`src/rtl/ab_pattern_gen_pkg.sv`:
```
// Shared definitions for the A/B pattern generator: FSM state encodings and
// the Gray pattern constants applied to the OR gate inputs.
package ab_pattern_gen_pkg;

    typedef enum logic [1:0] {
        ST_IDLE = 2'd0,
        ST_RUN  = 2'd1,
        ST_DONE = 2'd2
    } state_t;

    localparam logic [1:0] PAT0 = 2'b00;
    localparam logic [1:0] PAT1 = 2'b01;
    localparam logic [1:0] PAT2 = 2'b11;
    localparam logic [1:0] PAT3 = 2'b10;

    function automatic logic [1:0] pat_of(input logic [1:0] ph);
        case (ph)
            2'd0:    return PAT0;
            2'd1:    return PAT1;
            2'd2:    return PAT2;
            default: return PAT3;
        endcase
    endfunction

endpackage

```
`src/rtl/ab_pattern_gen_hold_timer.sv`:
```
// Hold timer: counts enabled cycles 0..HOLD-1 and flags the terminal cycle.
// Shared by the board-level stimulus blocks.
module hold_timer #(
    parameter int unsigned HOLD = 10
) (
    input  logic clk,
    input  logic rst,
    input  logic en,
    input  logic clr,
    output logic tc
);

    localparam int unsigned CW = (HOLD > 1) ? $clog2(HOLD) : 1;
    localparam logic [CW-1:0] LAST = CW'(HOLD - 1);

    logic [CW-1:0] count;
    logic          at_last;

    assign at_last = (count == LAST);
    assign tc      = en && at_last;

    always_ff @(posedge clk or posedge rst) begin
        if (rst) begin
            count <= '0;
        end else if (clr) begin
            count <= '0;
        end else if (en) begin
            count <= at_last ? '0 : count + 1'b1;
        end
    end

endmodule

```
`src/rtl/ab_pattern_gen.sv`:
```
// A/B stimulus source for the two-input OR gate: steps the Gray sequence
// 00,01,11,10 with a programmable hold per pattern and a programmable pass count.
module ab_pattern_gen
    import ab_pattern_gen_pkg::*;
#(
    parameter int unsigned HOLD_CYCLES = 10,
    parameter int unsigned PASSES      = 10,
    parameter int unsigned PASS_W      = 4
) (
    input  logic              clk,
    input  logic              rst,
    input  logic              start,
    input  logic              pause,
    output logic              a,
    output logic              b,
    output logic              step,
    output logic              busy,
    output logic              done,
    output logic [PASS_W-1:0] pass_idx,
    output state_t            fsm_state
);

    state_t            state, state_next;
    logic [1:0]        ph, ph_next;
    logic [PASS_W-1:0] pass_cnt, pass_next;
    logic              new_pat, new_pat_next;
    logic              run_first, last_pat, en, clr, tc;

    // The first RUN cycle always applies, so a start with pause high still
    // puts the first pattern on the gate.
    assign run_first = new_pat && (ph == 2'd0) && (pass_cnt == '0);
    assign last_pat  = (ph == 2'd3) && (pass_cnt == PASS_W'(PASSES - 1));
    assign en        = (state == ST_RUN) && (!pause || run_first);
    assign clr       = (state != ST_RUN);
    assign fsm_state = state;

    hold_timer #(.HOLD(HOLD_CYCLES)) u_hold (
        .clk (clk),
        .rst (rst),
        .en  (en),
        .clr (clr),
        .tc  (tc)
    );

    always_ff @(posedge clk or posedge rst) begin
        if (rst) begin
            state    <= ST_IDLE;
            ph       <= 2'd0;
            pass_cnt <= '0;
            new_pat  <= 1'b0;
        end else begin
            state    <= state_next;
            ph       <= ph_next;
            pass_cnt <= pass_next;
            new_pat  <= new_pat_next;
        end
    end

    always_comb begin
        state_next   = state;
        ph_next      = ph;
        pass_next    = pass_cnt;
        new_pat_next = new_pat;
        case (state)
            ST_IDLE: begin
                if (start) begin
                    state_next   = ST_RUN;
                    ph_next      = 2'd0;
                    pass_next    = '0;
                    new_pat_next = 1'b1;
                end
            end
            ST_RUN: begin
                new_pat_next = 1'b0;
                if (tc) begin
                    if (last_pat) begin
                        state_next = ST_DONE;
                    end else begin
                        ph_next      = ph + 2'd1;
                        new_pat_next = 1'b1;
                        if (ph == 2'd3) begin
                            pass_next = pass_cnt + 1'b1;
                        end
                    end
                end
            end
            ST_DONE: begin
                state_next = ST_IDLE;
                ph_next    = 2'd0;
                pass_next  = '0;
            end
            default: state_next = ST_IDLE;
        endcase
    end

    // Output stage: every output is a flop fed from the current internal state.
    always_ff @(posedge clk or posedge rst) begin
        if (rst) begin
            a        <= 1'b0;
            b        <= 1'b0;
            step     <= 1'b0;
            busy     <= 1'b0;
            done     <= 1'b0;
            pass_idx <= '0;
        end else begin
            {a, b}   <= (state == ST_RUN) ? pat_of(ph) : 2'b00;
            step     <= (state == ST_RUN) && new_pat;
            busy     <= (state == ST_RUN);
            done     <= (state == ST_DONE);
            pass_idx <= pass_cnt;
        end
    end

endmodule

```
`config.mk`:
```
export PLATFORM = sky130hd
export DESIGN_NAME = ab_pattern_gen
export DESIGN_NICKNAME = d
export VERILOG_FILES = /design/src/rtl/ab_pattern_gen_pkg.sv /design/src/rtl/ab_pattern_gen_hold_timer.sv /design/src/rtl/ab_pattern_gen.sv
export SDC_FILE = /design/constraint.sdc
export NUM_CORES = 1
export LEC_CHECK = 0
export ABC_AREA = 1
export CORE_MARGIN = 8
export CORE_UTILIZATION = 40
export DETAILED_ROUTE_END_ITERATION = 16
export SYNTH_ARGS = -nofsm -noshare
export SYNTH_HDL_FRONTEND = slang
export SYNTH_HIERARCHICAL = 1
export SYNTH_SLANG_ARGS = --single-unit
```
`constraint.sdc`:
```
create_clock -name clk -period 5.2 [get_ports clk]
set_clock_uncertainty 0.05 [all_clocks]
set_input_delay 1.04 -clock clk [delete_from_list [all_inputs] [get_ports clk]]
set_output_delay 1.04 -clock clk [all_outputs]
set_load 0.02 [all_outputs]
```
# After elaboration in Yosys (flattened, before gate mapping)

Index checks and enable logic that the tools add are counted.

Register bits: 22
Latch bits: 0
Bits in writable memories: 0
ROM bits: 0
Bits of input ports: 4
Output and inout bits: 11
Word-level logic and storage cells: 67
Memories kept: 0

Add/sub/neg operators: 3
$mul: 0
Divide/modulo/power cells: 0
Order comparisons: 0
Equal/unequal tests: 13
Shift-type cells: 0
Multiplexer cells: 22
Bitwise operators: 0
Reductions and logical operators: 18

Operators by type and width:

| operator                                      | number |
|---|---|
| 2-to-1 mux 4 bit                              | 7 |
| 2-to-1 mux 2 bit                              | 7 |
| case mux 2 bit (3 select lines)               | 2 |
| case mux 4 bit (3 select lines)               | 1 |
| != test 2 bit, second input constant          | 5 |
| adder 4 x 1 -> 4 bit, second input constant   | 2 |
| == test 4 bit, second input constant          | 2 |
| == test 2 bit, second input constant          | 3 |
| logical AND 1 bit                             | 6 |
| AND reduction 5 bit                           | 1 |
| == test 2 x 1 -> 1 bit, second input constant | 2 |
| logical NOT 2 bit                             | 2 |
| logical NOT 4 bit                             | 1 |
| case mux 2 bit (2 select lines)               | 1 |
| AND reduction 4 bit                           | 1 |
| nonzero test 2 bit                            | 2 |
| 2-to-1 mux 1 bit                              | 3 |
| AND reduction 3 bit                           | 1 |
| nonzero test 3 bit                            | 1 |
| adder 2 x 1 -> 2 bit, second input constant   | 1 |
| != test 2 x 1 -> 1 bit, second input constant | 1 |
| case mux 1 bit (2 select lines)               | 1 |
| AND reduction 2 bit                           | 1 |
| logical NOT 1 bit                             | 1 |
| logical OR 1 bit                              | 1 |

# Logic depth before layout (Yosys ltp)

Gate-level depths: netlist (run 1).

Depth after elaboration: 8
Mapped depth: 12
Depth with buffers taken out: 12

# Cells and area by module

Netlist (run 1), hierarchy kept.

Modules (own cells, without submodules):

| module         | instances | cells an instance | area each (sq um) | seq. area each (sq um) |
|---|---|---|---|---|
| ab_pattern_gen | 1         | 93                | 857.1             | 450.4 |
| hold_timer     | 1         | 37                | 269.0             | 100.1 |

# Worst setup path after synthesis (run 1)

No wires, ideal clock.

Path type: in2reg
From: input port pause
To: register pass_cnt[2]
Setup time: 0.117 ns
Arrival: 1.873 ns
Data required time: 5.033 ns
Setup slack: 3.159 ns
Cell stages on the path: 9
Path buffers: 0
Cells stage by stage: a21oi_1 -> inv_2 -> nor2_1 -> nand3b_2 -> nand2_1 -> inv_2 -> nand3_2 -> nand2_1 -> nand2_1

Word-level cells in the longest chain between the ends: 6

Ends and longest elaborated chain:

| item                                 | line                            | text |
|---|---|---|
| from (decl)                          | ab_pattern_gen.sv:13            | `input logic pause,` |
| logical NOT 1 bit                    | ab_pattern_gen.sv:33            | `assign en = (state == ST_RUN) && (!pause \|\| run_first);` |
| logical OR 1 bit                     | ab_pattern_gen.sv:33            |  |
| logical AND 1 bit                    | ab_pattern_gen.sv:33            |  |
| logical AND 1 bit                    | ab_pattern_gen_hold_timer.sv:20 | `assign tc = en && at_last;` |
| via tc                               | ab_pattern_gen.sv:27            | `logic run_first, last_pat, en, clr, tc;` |
| != test 2 bit (no source line)       | --                              |  |
| AND reduction 5 bit (no source line) | --                              |  |
| to (signal assigned)                 | ab_pattern_gen.sv:54            | `pass_cnt <= pass_next;` |
| to (decl)                            | ab_pattern_gen.sv:25            | `logic [PASS_W-1:0] pass_cnt, pass_next;` |

The timed path passes the listed nets, and every way through them passes these cells.
A chain may end at the register's enable or synchronous reset.

# Worst setup path after layout (run 1)

From: register state[1], in the netlist fsm_state[1]
To: output port fsm_state[1]

RTL lines:

| item                   | line                 | text |
|---|---|---|
| from (decl)            | ab_pattern_gen.sv:23 | `state_t state, state_next;` |
| from (signal assigned) | ab_pattern_gen.sv:52 | `state <= state_next;` |
| to (decl)              | ab_pattern_gen.sv:20 | `output state_t fsm_state` |

No word-level cell between the ends.

==> impl_metrics.json, run 1 <==
{
  "status": "complete, no violations",
  "coreArea_sq_mm": 0.00271,
  "dieArea_sq_mm": 0.00477,
  "critPathArrivalTime_ns": 1.44,
  "netlist_top_cells_area": "dfrtp_1 (49%), nand2_1 (9.3%), ha_1 (8.9%)",
  "clk_pin_slew_ns": 0.12,
  "p_seq_share_pct": 39.5,
  "diodes": 0,
  "synth_edf_count": 0,
  "sw_frac_of_total_pct": 43.1,
  "ys_seq_elements": 22,
  "ys_warn_count": 6,
  "path_cells": "clkdlybuf4s50_1",
  "fp.dieH_microns": 69.1,
  "relSlewSlack_pct": 53.6,
  "p_sw_uw": 301,
  "cp_num_cells": 1,
  "initial_utilization_pct": 41.6,
  "start_kind": "register",
  "syn_inst": 130,
  "cap_violations": 0,
  "postCtsHoldBufs": 0,
  "cts_tree": "done",
  "crit_slowest_cell": "clkdlybuf4s50_1",
  "power.density_mw_per_mm2": 521,
  "synth_cell_types": 20,
  "timing_worst_setup_path_type": "reg -> out",
  "fin_tns_setup_ns": 0,
  "synth_common_cells": "nand2_1 (28), dfrtp_1 (22), inv_1 (17)",
  "synth_area_sq_mm": 0.00113,
  "area_delta_synth_final_pct": 19.1,
  "clkPwrFrac_pct": 13.6,
  "nFillCells": 275,
  "cp_max_fo": 5,
  "tightest_slew_ns": 0.695,
  "yosysMostFrequentCell": "nand2_1",
  "synthArstFlopShare_pct": 100,
  "hold_depth": 0,
  "grt_pass1_wl_microns": 3920,
  "cts_buffer_depth": 2,
  "antenna_found_initial": 0,
  "detail_route.wl_per_cell_microns": 12.2,
  "h-tree-depth": 1,
  "via_per_inst": 4.88,
  "p_leak_nw": 0.683,
  "yosysTopAreaCellShare_pct": 48.9,
  "ir_drop_mv": 0.283,
  "root_buffer": "clkbuf_4",
  "layout-drive-gt1-share_pct": 14.2,
  "final-max-slew-violation-count": 0,
  "ant_nets": 0,
  "path_buf_inv": 1,
  "drt_iter0_markers": 70,
  "finalCriticalPeriod_ns": 2.53,
  "seq_area_frac_synth_pct": 48.9,
  "port_buffers": 14,
  "finalHoldViolCount": 0,
  "cts-resized-gates": 0,
  "globalRouteTotalUtil_pct": 9.69,
  "gp_congestion": 0.812,
  "yosys.area.top_type": "dfrtp_1",
  "fin_ws_ns": 2.67,
  "crit_family": "buffers and inverters",
  "cts_setup_buffers": 0,
  "yosys_most_used_dff": "dfrtp_1",
  "cp.required_ns": 4.11,
  "fp.dieW_microns": 69.1,
  "max_freq_mhz": 396,
  "avgSynthCellArea_sq_um": 8.66,
  "p_comb_share_pct": 46.8,
  "grt_max_degree": 19,
  "power_uw": 698,
  "pre_cts_ws_ns": 2.56,
  "numClockSinks": 22,
  "hold_class": "reg -> reg",
  "insertion_delay_ns": 0.31,
  "rsz0062_at_grt": "false",
  "finalWirelength_microns": 2180,
  "hpwl_microns": 1650,
  "ff2ff_path_depth": 12,
  "fin_area_sq_mm": 0.00134,
  "ioPinCount": 15,
  "setup_viol": 0,
  "nNetsFinal": 161,
  "fin_hold_ws_ns": 0.413,
  "vias": 874,
  "place_area_sq_mm": 0.00131,
  "dr.pass1.iters": 4,
  "numCtsBuffers": 3,
  "period_share_pct": 48.6,
  "syn-num-nets": 142,
  "num_rows": 19,
  "internal_power_uw": 397,
  "critPathMaxStageDelay_ns": 0.65,
  "grt_pass1_vias": 841,
  "crit_path_end_kind": "output pin",
  "grt_remaining_overflow": 0,
  "drc": 0
}
## final timing paths
path                              start               to  slack [ns]
max                        fsm_state[1]     fsm_state[1]        2.67
min                         pass_cnt[3]      pass_idx[3]        0.41
max reg2reg                fsm_state[0]      pass_cnt[2]        3.14
min reg2reg                 pass_cnt[3]      pass_idx[3]        0.41
max in group asynchronous           rst             done        3.56
min in group asynchronous           rst  u_hold/count[3]        0.88
## registers in the layout, summed over array words and instances (netlist names)
name          cells
done              1
busy              1
b                 1
pass_idx          4
fsm_state         2
a                 1
ph                2
step              1
pass_cnt          4
u_hold/count      4
new_pat           1
## per-layer routing
layer | up-vias | track usage, % | routed length (microns)
met1 | 401 | 12.2 | 1060
met4 | 0 | 4.10 | 30
met3 | 4 | 2.86 | 136
li1 | 442 | - | -
met5 | - | 0 | 0
met2 | 27 | 15.0 | 949
## power by group through the flow
| stage | Combinational, mW | Clock (mW) | Sequential [mW] |
|---|---|---|---|
| floorplan | 0.197 | 0 | 0.303 |
| global placement | 0.325 | 0 | 0.278 |
| detailed placement | 0.330 | 0 | 0.280 |
| CTS | 0.332 | 0.101 | 0.276 |
| global route | 0.372 | 0.106 | 0.285 |
| finish | 0.327 | 0.0952 | 0.276 |
## cells in the final DEF (no fill, tap or decap)
master | netlist | final
nor2_1 | 15 | 15
o21a_1 | 1 | 1
clkbuf_8 | 0 | 1
nand2_1 | 28 | 28
clkbuf_4 | 0 | 3
ha_1 | 8 | 8
a21oi_1 | 2 | 2
nand3b_2 | 1 | 1
o21ai_1 | 3 | 3
xnor2_1 | 1 | 1
inv_2 | 5 | 5
nand4_1 | 5 | 5
nor2_4 | 1 | 1
nand3_1 | 10 | 10
clkdlybuf4s50_1 | 0 | 14
dfrtp_1 | 22 | 22
nor2_2 | 4 | 4
inv_4 | 1 | 1
nand3_4 | 1 | 1
nand3_2 | 2 | 2
o21ai_0 | 1 | 1
inv_1 | 17 | 17
nand2_2 | 2 | 2
## cell families (layout without fill, tap and decap cells)
group           Yosys count  in the layout  synth area share [%]
simple gates             69             69                  30.2
flops                    22             22                  48.9
fa+ha+maj                 8              8                  8.89
xor+xnor                  1              1                 0.778
compound gates            7              7                  3.33
buf+inv                  23             41                  7.89
## area by class of cell
type / instances / area (sq um) / area share (%)
Clock buffer: 4 / 36.3 / 2.71
Inverter: 23 / 88.8 / 6.62
Multi-Input combinational cell: 85 / 487 / 36.3
Sequential cell: 22 / 551 / 41.0
Tap cell: 31 / 38.8 / 2.89
Timing Repair Buffer: 14 / 140 / 10.4
## per-stage QoR
step / utilization, % / instances
after floorplan: - / 130
final: 49.5 / 179
after detailed placement: 48.2 / 175
after global placement: 48.2 / 175
after global routing: 49.5 / 179
after CTS: 49.5 / 179
Note: power is estimated with default switching activity, not from simulation.
==> run 2: changes to the inputs <==
==> constraint.sdc (replaced) <==
create_clock -name clk -period 2.6 [get_ports clk]
set_clock_uncertainty 0.05 [all_clocks]
set_input_delay 0.52 -clock clk [delete_from_list [all_inputs] [get_ports clk]]
set_output_delay 0.52 -clock clk [all_outputs]
set_load 0.02 [all_outputs]
==> results of run 2 <==
Same layout as run 1 (identical final DEF). Status: complete, no violations.
Among the figures that moved: setup slack after placement 2.56 ns -> 0.480 ns; setup slack after layout 2.67 ns -> 0.544 ns; hold slack 0.413 ns -> 0.360 ns; start point of the critical path fsm_state[1] -> fsm_state[0]; end point of the critical path fsm_state[1] -> pass_cnt[2]; register-to-register setup slack 3.14 ns -> 0.54 ns; total power 0.698 mW -> 1.40 mW; worst IR drop on VDD 0.283 mV -> 0.566 mV
